### src/rtl/inst_fetch_ctrl_pkg.sv
// Shared widths, latencies and record types for the instruction fetch sequencer.
package inst_fetch_ctrl_pkg;
  localparam int ADDR_W  = 4;
  localparam int DATA_W  = 32;
  localparam int ROM_LAT = 2;
  localparam int FIFO_D  = 3;
  localparam logic [ADDR_W-1:0] RESET_PC = '0;

  localparam int CNT_W  = $clog2(FIFO_D + 1);
  localparam int CRED_W = $clog2(FIFO_D + ROM_LAT + 1);

  typedef struct packed {
    logic              valid;
    logic [ADDR_W-1:0] pc;
  } tag_t;

  typedef struct packed {
    logic [DATA_W-1:0] data;
    logic [ADDR_W-1:0] pc;
  } entry_t;

  function automatic logic [CRED_W-1:0] count_ones(input logic [ROM_LAT-1:0] v);
    logic [CRED_W-1:0] n;
    n = '0;
    for (int i = 0; i < ROM_LAT; i++) n = n + CRED_W'(v[i]);
    return n;
  endfunction
endpackage

### src/rtl/fetch_fifo.sv
// Return buffer between the non-stallable ROM and decode; flush drops all entries.
module fetch_fifo
  import inst_fetch_ctrl_pkg::*;
(
  input  logic             clock,
  input  logic             resetn,
  input  logic             push,
  input  entry_t           push_entry,
  input  logic             pop,
  input  logic             flush,
  output entry_t           head,
  output logic [CNT_W-1:0] count
);
  localparam int PTR_W = (FIFO_D > 1) ? $clog2(FIFO_D) : 1;

  entry_t           mem [FIFO_D];
  logic [PTR_W-1:0] wr_ptr;
  logic [PTR_W-1:0] rd_ptr;

  function automatic logic [PTR_W-1:0] ptr_inc(input logic [PTR_W-1:0] p);
    return (p == PTR_W'(FIFO_D - 1)) ? '0 : p + PTR_W'(1);
  endfunction

  always_ff @(posedge clock or negedge resetn) begin
    if (!resetn) begin
      for (int i = 0; i < FIFO_D; i++) mem[i] <= '0;
      wr_ptr <= '0;
      rd_ptr <= '0;
      count  <= '0;
    end else if (flush) begin
      wr_ptr <= '0;
      rd_ptr <= '0;
      count  <= '0;
    end else begin
      if (push) begin
        mem[wr_ptr] <= push_entry;
        wr_ptr      <= ptr_inc(wr_ptr);
      end
      if (pop) rd_ptr <= ptr_inc(rd_ptr);
      count <= count + CNT_W'(push) - CNT_W'(pop);
    end
  end

  assign head = mem[rd_ptr];
endmodule

### src/rtl/inst_fetch_ctrl.sv
// Fetch sequencer: owns the PC, tags fixed-latency ROM reads, buffers returns
// and hands instructions to decode; redirects squash every older fetch.
module inst_fetch_ctrl
  import inst_fetch_ctrl_pkg::*;
(
  input  logic              clock,
  input  logic              resetn,
  output logic [ADDR_W-1:0] rom_addr,
  input  logic [DATA_W-1:0] rom_q,
  input  logic              redirect_valid,
  input  logic [ADDR_W-1:0] redirect_pc,
  output logic              inst_valid,
  input  logic              inst_ready,
  output logic [DATA_W-1:0] inst_data,
  output logic [ADDR_W-1:0] inst_pc
);
  logic [ADDR_W-1:0]  pc;
  tag_t               tag [ROM_LAT];
  logic [ROM_LAT-1:0] tag_valid;
  logic [CNT_W-1:0]   fifo_cnt;
  logic [CRED_W-1:0]  credit;
  logic               pop;
  logic               issue;
  logic               push;
  entry_t             head;

  always_comb begin
    tag_valid = '0;
    for (int i = 0; i < ROM_LAT; i++) tag_valid[i] = tag[i].valid;
  end

  // Every in-flight read owns a FIFO slot in advance, so the ROM never needs to stall.
  assign pop      = inst_valid & inst_ready;
  assign credit   = count_ones(tag_valid) + CRED_W'(fifo_cnt) - CRED_W'(pop);
  assign issue    = redirect_valid | (credit < CRED_W'(FIFO_D));
  assign rom_addr = redirect_valid ? redirect_pc : pc;
  assign push     = tag[ROM_LAT-1].valid;

  always_ff @(posedge clock or negedge resetn) begin
    if (!resetn) begin
      pc <= RESET_PC;
      for (int i = 0; i < ROM_LAT; i++) tag[i] <= '0;
    end else begin
      tag[0] <= tag_t'{valid: issue, pc: rom_addr};
      for (int i = 1; i < ROM_LAT; i++) tag[i] <= redirect_valid ? tag_t'('0) : tag[i-1];
      if (issue) pc <= rom_addr + ADDR_W'(1);
    end
  end

  fetch_fifo u_fifo (
    .clock      (clock),
    .resetn     (resetn),
    .push       (push),
    .push_entry (entry_t'{data: rom_q, pc: tag[ROM_LAT-1].pc}),
    .pop        (pop),
    .flush      (redirect_valid),
    .head       (head),
    .count      (fifo_cnt)
  );

  assign inst_valid = (fifo_cnt != '0);
  assign inst_data  = head.data;
  assign inst_pc    = head.pc;
endmodule

### config.mk
export PLATFORM = sky130hd
export DESIGN_NAME = inst_fetch_ctrl
export DESIGN_NICKNAME = d
export VERILOG_FILES = /design/src/rtl/inst_fetch_ctrl_pkg.sv /design/src/rtl/fetch_fifo.sv /design/src/rtl/inst_fetch_ctrl.sv
export SDC_FILE = /design/constraint.sdc
export NUM_CORES = 1
export LEC_CHECK = 0
export BUFFER_PORTS_ARGS = -buffer_cell sky130_fd_sc_hd__buf_2
export CORE_MARGIN = 1.5
export CORE_UTILIZATION = 52
export DETAILED_ROUTE_END_ITERATION = 12
export PLACE_DENSITY = 0.86
export SETUP_SLACK_MARGIN = 0.3
export SYNTH_ARGS = -nofsm -noshare
export SYNTH_HDL_FRONTEND = slang
export SYNTH_SLANG_ARGS = --single-unit
### constraint.sdc
create_clock -name clock -period 2.8 [get_ports clock]
set_clock_uncertainty 0.1 [all_clocks]
set_input_delay 0.56 -clock clock [delete_from_list [all_inputs] [get_ports clock]]
set_output_delay 0.56 -clock clock [all_outputs]
set_load 0.02 [all_outputs]
==> results of run 1 <==
## repair_timing
action / in CTS / in global routing
endpoints found under the setup margin: 26 / 15
pin swaps: 5 / 2
hold buffers: 1 / 0
cloned: 0 / 3
hold endpoints to repair: 4 / 0
resized for setup: 3 / 15
buffers inserted: 7 / 4
## report_power, final
part	internal [mW]	switching, mW
sequential	2.68	0.445
combinational	1.54	1.56
clock	1.79	0.776
total	6.01	2.79
## worst reg2reg max path: stages (launching register included)
cell and delay [ns]:
dfrtp_2 0.42, o21ai_4 0.16, inv_2 0.06, ha_4 0.21, fa_2 0.34, fa_2 0.56, nor2_4 0.04, o21a_1 0.18
inv_2 0.08, mux2_2 0.33
## how the worst max path moves through the flow
stage                          from    end  cells past startpoint
floorplan                inst_ready  pc[1]                      9
global placement         inst_ready  pc[2]                     10
detailed placement       inst_ready  pc[2]                     10
CTS                 u_fifo.count[1]  pc[2]                      9
global route        u_fifo.count[1]  pc[2]                      9
finish              u_fifo.count[1]  pc[2]                      9
## through the flow
step | hold slack (ns) | instance area [um2] | power (mW) | setup TNS, ns
4_1_cts | 0.169 | 7070 | 8.63 | 0
2_1_floorplan | 0.164 | 5750 | 5.02 | 0
3_3_place_gp | 0.275 | 6310 | 5.73 | 0
6_report | 0.191 | 7220 | 8.79 | 0
3_5_place_dp | 0.275 | 6310 | 5.91 | -0.0343
5_1_grt | 0.163 | 7220 | 9.31 | 0
## flip-flops by register name, summed over array words and instances (netlist names)
register,count
u_fifo.mem,108
tag,9
pc,4
u_fifo.count,2
u_fifo.rd_ptr,2
u_fifo.wr_ptr,2
push,1
## layer usage
metal	routed length [um]	up-vias	global-route usage (%)	part of all wire, %
met1	5200	1891	26.2	43
met5	0	-	0	0
met3	499	10	6.72	4.1
met2	6340	86	37.5	52
met4	125	0	7.33	1.0
li1	-	1696	-	-
## logic make-up after synthesis
logic type	Yosys count	share of synthesized area [%]
AOI/OAI and AO/OA	46	4.22
xor gates and xnor gates	4	0.612
adders and majority gates	6	1.57
buffers and inverters	32	3.63
DFF	128	56.0
muxes	151	28.9
and+or+nand+nor	58	5.07
## cells in the final DEF (no fill, tap or decap), types with 2 or more instances in the layout
cell type / synthesis / layout
buf_12: 0 / 4
clkbuf_8: 0 / 4
xor2_1: 3 / 3
inv_1: 7 / 5
nand2_1: 38 / 38
buf_2: 7 / 74
clkinv_2: 0 / 2
nor3b_4: 0 / 2
ha_1: 4 / 3
dfrtp_1: 128 / 125
bufinv_16: 0 / 7
a21oi_1: 3 / 3
clkbuf_1: 5 / 2
nor2_1: 5 / 4
dfrtp_2: 0 / 3
fa_2: 0 / 2
nor2b_1: 6 / 5
mux2_2: 102 / 101
mux2_1: 12 / 12
o21ai_1: 0 / 6
mux2i_1: 37 / 37
buf_6: 9 / 2
inv_2: 0 / 2
o21ai_0: 38 / 31
o211ai_1: 2 / 2
buf_4: 3 / 24
clkbuf_16: 0 / 19
## final cells by class
cell class	count	area share (%)
sequential	128	44.4
multi-input combinational	265	33.0
timing repair buffer	108	10.2
clock buffer	22	6.41
clock inverter	10	3.17
tap	140	2.43
inverter	7	0.364
==> flow_summary.json, run 1 <==
{
  "status": "finished clean",
  "iteration_count_of_the_initial_detailed_routing_pass": 4,
  "synthArstFlopShare_pct": 100,
  "power_density_nw_per_um2": 1220,
  "floorplan.die.width_um": 108,
  "synth.avg_cell_area_um2": 13.5,
  "detailedRoute.firstIterationViolations": 153,
  "place.port_buffers": 80,
  "ys_warn_count": 0,
  "max_stage_delay_ns": 0.56,
  "areaGrowthSynthToFinish_pct": 26.2,
  "crit_buf_inv": 2,
  "place_worst_setup_slack_ns": -0.0246,
  "worstPathMaxFanout": 3,
  "fp.coreArea_um2": 10800,
  "ys_top_cells_by_count": "dfrtp_1, mux2_2, nand2_1, o21ai_0, mux2i_1",
  "hold_path_class": "input port to flop",
  "worstSkewPairLatency_ns": 0.51,
  "cts_tree": "done",
  "final_critical_path_setup_slack_ns": 0.199,
  "multi_input_gate_area_in_the_final_layout_um2": 2380,
  "cts_clock_pin_slew_for_the_worst_setup_and_hold_paths_ns": 0.06,
  "critPathCaptureType": "flop",
  "synth_ff_type": "dfrtp_1",
  "reg2reg_path_depth": 9,
  "synth.largest_area_cell": "dfrtp_1",
  "timing.final.max_slew_violations": 0,
  "finalWirelength_um": 12200,
  "drt.antenna.violating_nets": 0,
  "detailedPlacementHpwl_um": 7150,
  "worstPathCellList": "o21ai_4, inv_2, ha_4, fa_2, fa_2, nor2_4, o21a_1, inv_2, mux2_2",
  "reg2reg_from": "u_fifo.count[1]",
  "clock_sink_count": 128,
  "layout.area.seq_um2": 3210,
  "timing.max_slew.rel_slack_pct": 67.1,
  "filler_cell_count": 765,
  "cp_slowest_cell": "fa_2",
  "effective_utilization_at_floorplan_pct": 53.0,
  "fmax_ghz": 0.385,
  "irDropWorstVdd_uv": 602,
  "tritoncts.num_buffers": 17,
  "worstPathRequired_ns": 3.09,
  "first_global_vias": 3920,
  "synthMostInstantiatedCell": "dfrtp_1",
  "period_needed_ns": 2.60,
  "critical_path.top_delay_family": "adder cells",
  "min_path_cells": 2,
  "layout.nets": 573,
  "cp_data_arrival_time_ns": 2.90,
  "grt_max_degree": 86,
  "drive_above_1_share_pct": 47.4,
  "syn_inst": 425,
  "endpoint_of_the_most_critical_register_to_register_path": "pc[2]",
  "synth-edff-count": 0,
  "hold_end": "u_fifo.mem[35]",
  "synth_nets": 471,
  "grt_setup_unrepaired": "true",
  "critical_path_class": "flop to flop",
  "die_outline_area_um2": 11600,
  "fraction_of_the_yosys_area_taken_by_sequential_cells_pct": 56.0,
  "drt-vias-per-instance": 5.42,
  "post-route-util_pct": 66.9,
  "chipHeight_um": 108,
  "ctsRootBufferMaster": "clkbuf_8",
  "placedCellCount": 633,
  "ctsHtreeMaxLevel": 4,
  "top_level_ports": 81,
  "antenna_diode_count": 0,
  "gp_congestion": 0.730,
  "synth.cell_area_um2": 5720,
  "worst_slew_pin_slew_ns": 0.493,
  "finalNonFillerCells": 680,
  "grt.overflow.total": 0,
  "finalCritPeriodShare_pct": 92.9,
  "antenna_found_initial": 0,
  "avgRoutedWirePerCell_um": 17.9,
  "vias": 3683,
  "drc_errors": 0,
  "yosys_top_cell_area_share_pct": 56.0,
  "global_route.usage.total_pct": 21.9,
  "synth_cell_types": 31,
  "hold_viol": 0,
  "core.rowCount": 38,
  "max-clock-path-buffers": 2,
  "power.static_leakage_nw": 3.25,
  "regToRegSetupSlack_ns": 0.20,
  "hp-start": "rom_q[31]",
  "ranking_of_synthesized_cells_by_area": "dfrtp_1, mux2_2, mux2i_1, o21ai_0, nand2_1",
  "postSynthRegisterBits": 128,
  "max_cap_violations": 0,
  "start_kind": "flop",
  "grt_pass1_wl_um": 19100,
  "final-setup-viol-count": 0
}
No activity file was read; power rests on OpenSTA's default activity.
==> run 2: changes to the inputs <==
- ABC_CLOCK_PERIOD_IN_PS: unset -> 2800
- CORE_UTILIZATION: 52 -> 50
- PLACE_DENSITY: 0.86 -> 0.84
==> flow_summary.json, run 2 (synthesis results as in run 1) <==
{
  "status": "finished clean",
  "clock_sink_count": 128,
  "placedCellCount": 635,
  "die_outline_area_um2": 12100,
  "timing.max_slew.rel_slack_pct": 52.5,
  "reg2reg_from": "u_fifo.count[0]",
  "antenna_found_initial": 0,
  "gp_congestion": 0.713,
  "worst_slew_pin_slew_ns": 0.713,
  "final-setup-viol-count": 0,
  "max_stage_delay_ns": 0.54,
  "worstPathRequired_ns": 2.99,
  "cp_slowest_cell": "fa_2",
  "hold_path_class": "input port to asynchronous set/reset pin",
  "start_kind": "flop",
  "timing.final.max_slew_violations": 0,
  "worstSkewPairLatency_ns": 0.41,
  "holdWs_ns": 0.0973,
  "endpoint_of_the_most_critical_register_to_register_path": "pc[1]",
  "drt.antenna.violating_nets": 0,
  "leading_cell_types_in_the_layout_fill_and_taps_excluded": "dfrtp_1, mux2_2, buf_2",
  "worstPathCellList": "o21ai_4, inv_2, ha_4, fa_2, fa_2, nor2_2, o21a_1, inv_2, mux2_4",
  "grt_setup_unrepaired": "true",
  "period_needed_ns": 2.59,
  "regMostFlops": "u_fifo.mem",
  "first_global_vias": 3790,
  "mostFrequentLayoutCell": "dfrtp_1",
  "finalNonFillerCells": 668,
  "cp_data_arrival_time_ns": 2.79,
  "max_cap_violations": 0,
  "power_density_nw_per_um2": 1160,
  "drc_errors": 0,
  "iteration_count_of_the_initial_detailed_routing_pass": 5,
  "max-clock-path-buffers": 2,
  "finalWirelength_um": 11500,
  "areaGrowthSynthToFinish_pct": 21.1,
  "effective_utilization_at_floorplan_pct": 52.1,
  "avgRoutedWirePerCell_um": 17.2,
  "floorplan.die.width_um": 110,
  "regToRegSetupSlack_ns": 0.21,
  "ctsHtreeMaxLevel": 4,
  "reg2reg_path_depth": 9,
  "chipHeight_um": 110,
  "critical_path.top_delay_family": "adder cells",
  "cts_hold_buffers": 0,
  "antenna_diode_count": 0,
  "ctsRootBufferMaster": "clkbuf_16",
  "grt_use_met3_pct": 5.06,
  "filler_cell_count": 847,
  "fmax_ghz": 0.386,
  "irDropWorstVdd_uv": 471,
  "core.rowCount": 38,
  "critical_path_class": "flop to flop",
  "tritoncts.num_buffers": 17,
  "critPathCaptureType": "flop",
  "drive_above_1_share_pct": 46.2,
  "drt-vias-per-instance": 5.34,
  "largest_reg_flops": 108,
  "cts_tree": "done",
  "worstPathMaxFanout": 3,
  "detailedRoute.firstIterationViolations": 131,
  "top_level_ports": 81,
  "cts_clock_pin_slew_for_the_worst_setup_and_hold_paths_ns": 0.05,
  "finalCritPeriodShare_pct": 92.5,
  "crit_buf_inv": 2,
  "place.port_buffers": 80,
  "grt_pass1_wl_um": 18400,
  "global_route.usage.total_pct": 20.4,
  "fp.coreArea_um2": 11000,
  "grt_util_met1_pct": 24.6,
  "global_route.peak_usage_layer": "met2",
  "layout.nets": 564,
  "vias": 3564,
  "biggestRegsByFlops": "u_fifo.mem (108), tag (9), pc (4)",
  "grt.overflow.total": 0,
  "detailedPlacementHpwl_um": 7370,
  "grt_max_degree": 129,
  "grt_use_met2_pct": 35.2,
  "power.static_leakage_nw": 3.11,
  "hold_viol": 0
}
==> run 2: through the flow <==
| stage | utilization (%) | power [mW] | TNS, ns | cell area (um2) | setup WS (ns) |
|---|---|---|---|---|---|
| 3_3_place_gp | 57.5 | 5.75 | 0 | 6310 | 0.0290 |
| 6_report | 63.1 | 8.04 | 0 | 6930 | 0.209 |
| 2_1_floorplan | - | 5.02 | 0 | 5750 | 0.165 |
| 3_5_place_dp | 57.5 | 5.94 | -0.0431 | 6310 | -0.0227 |
| 5_1_grt | 63.1 | 8.53 | 0 | 6930 | 0.129 |
| 4_1_cts | 62.8 | 8.07 | 0 | 6900 | 0.180 |
==> run 2: worst register-to-register path, delay by kind of cell, from the launching register on <==
family | cells | cell delay, ns
simple gates | 1 | 0.05
compound gates | 2 | 0.35
fa+ha+maj | 3 | 1.12
flops | 1 | 0.41
mux | 1 | 0.30
buf+inv | 2 | 0.16
==> run 2: power breakdown <==
group	switching, mW	internal [mW]
combinational	1.48	1.38
clock	0.735	1.32
sequential	0.439	2.69
==> run 2: final cells by class <==
type / count / area, um2 / share of cell area, %
clock buffers: 24 / 502 / 7.24
clock inverters: 5 / 55.1 / 0.794
inverters: 7 / 26.3 / 0.379
multi-input cells: 265 / 2380 / 34.3
flip-flops and latches: 128 / 3210 / 46.3
well taps: 140 / 175 / 2.53
repair buffers: 99 / 588 / 8.48
==> run 2: metal layers <==
layer / part of all wire (%) / wire length [um]
met1: 44 / 5040
met2: 51 / 5910
met3: 3.0 / 350
met4: 1.7 / 200
met5: 0 / 0
==> run 2: what timing repair did <==
action,CTS,global route
setup buffers,2,2
endpoints found under the setup margin,4,12
resized for setup,5,6
pin swaps,4,3
==> run 2: how the worst max path moves through the flow <==
| stage | from | to | slack (ns) | depth (start not counted) |
|---|---|---|---|---|
| CTS | u_fifo.count[1] | pc[1] | 0.18 | 9 |
| global placement | inst_ready | pc[2] | 0.03 | 10 |
| global route | u_fifo.count[0] | pc[1] | 0.13 | 9 |
| floorplan | inst_ready | pc[1] | 0.16 | 9 |
| finish | u_fifo.count[0] | pc[1] | 0.21 | 9 |
| detailed placement | inst_ready | pc[1] | -0.02 | 10 |
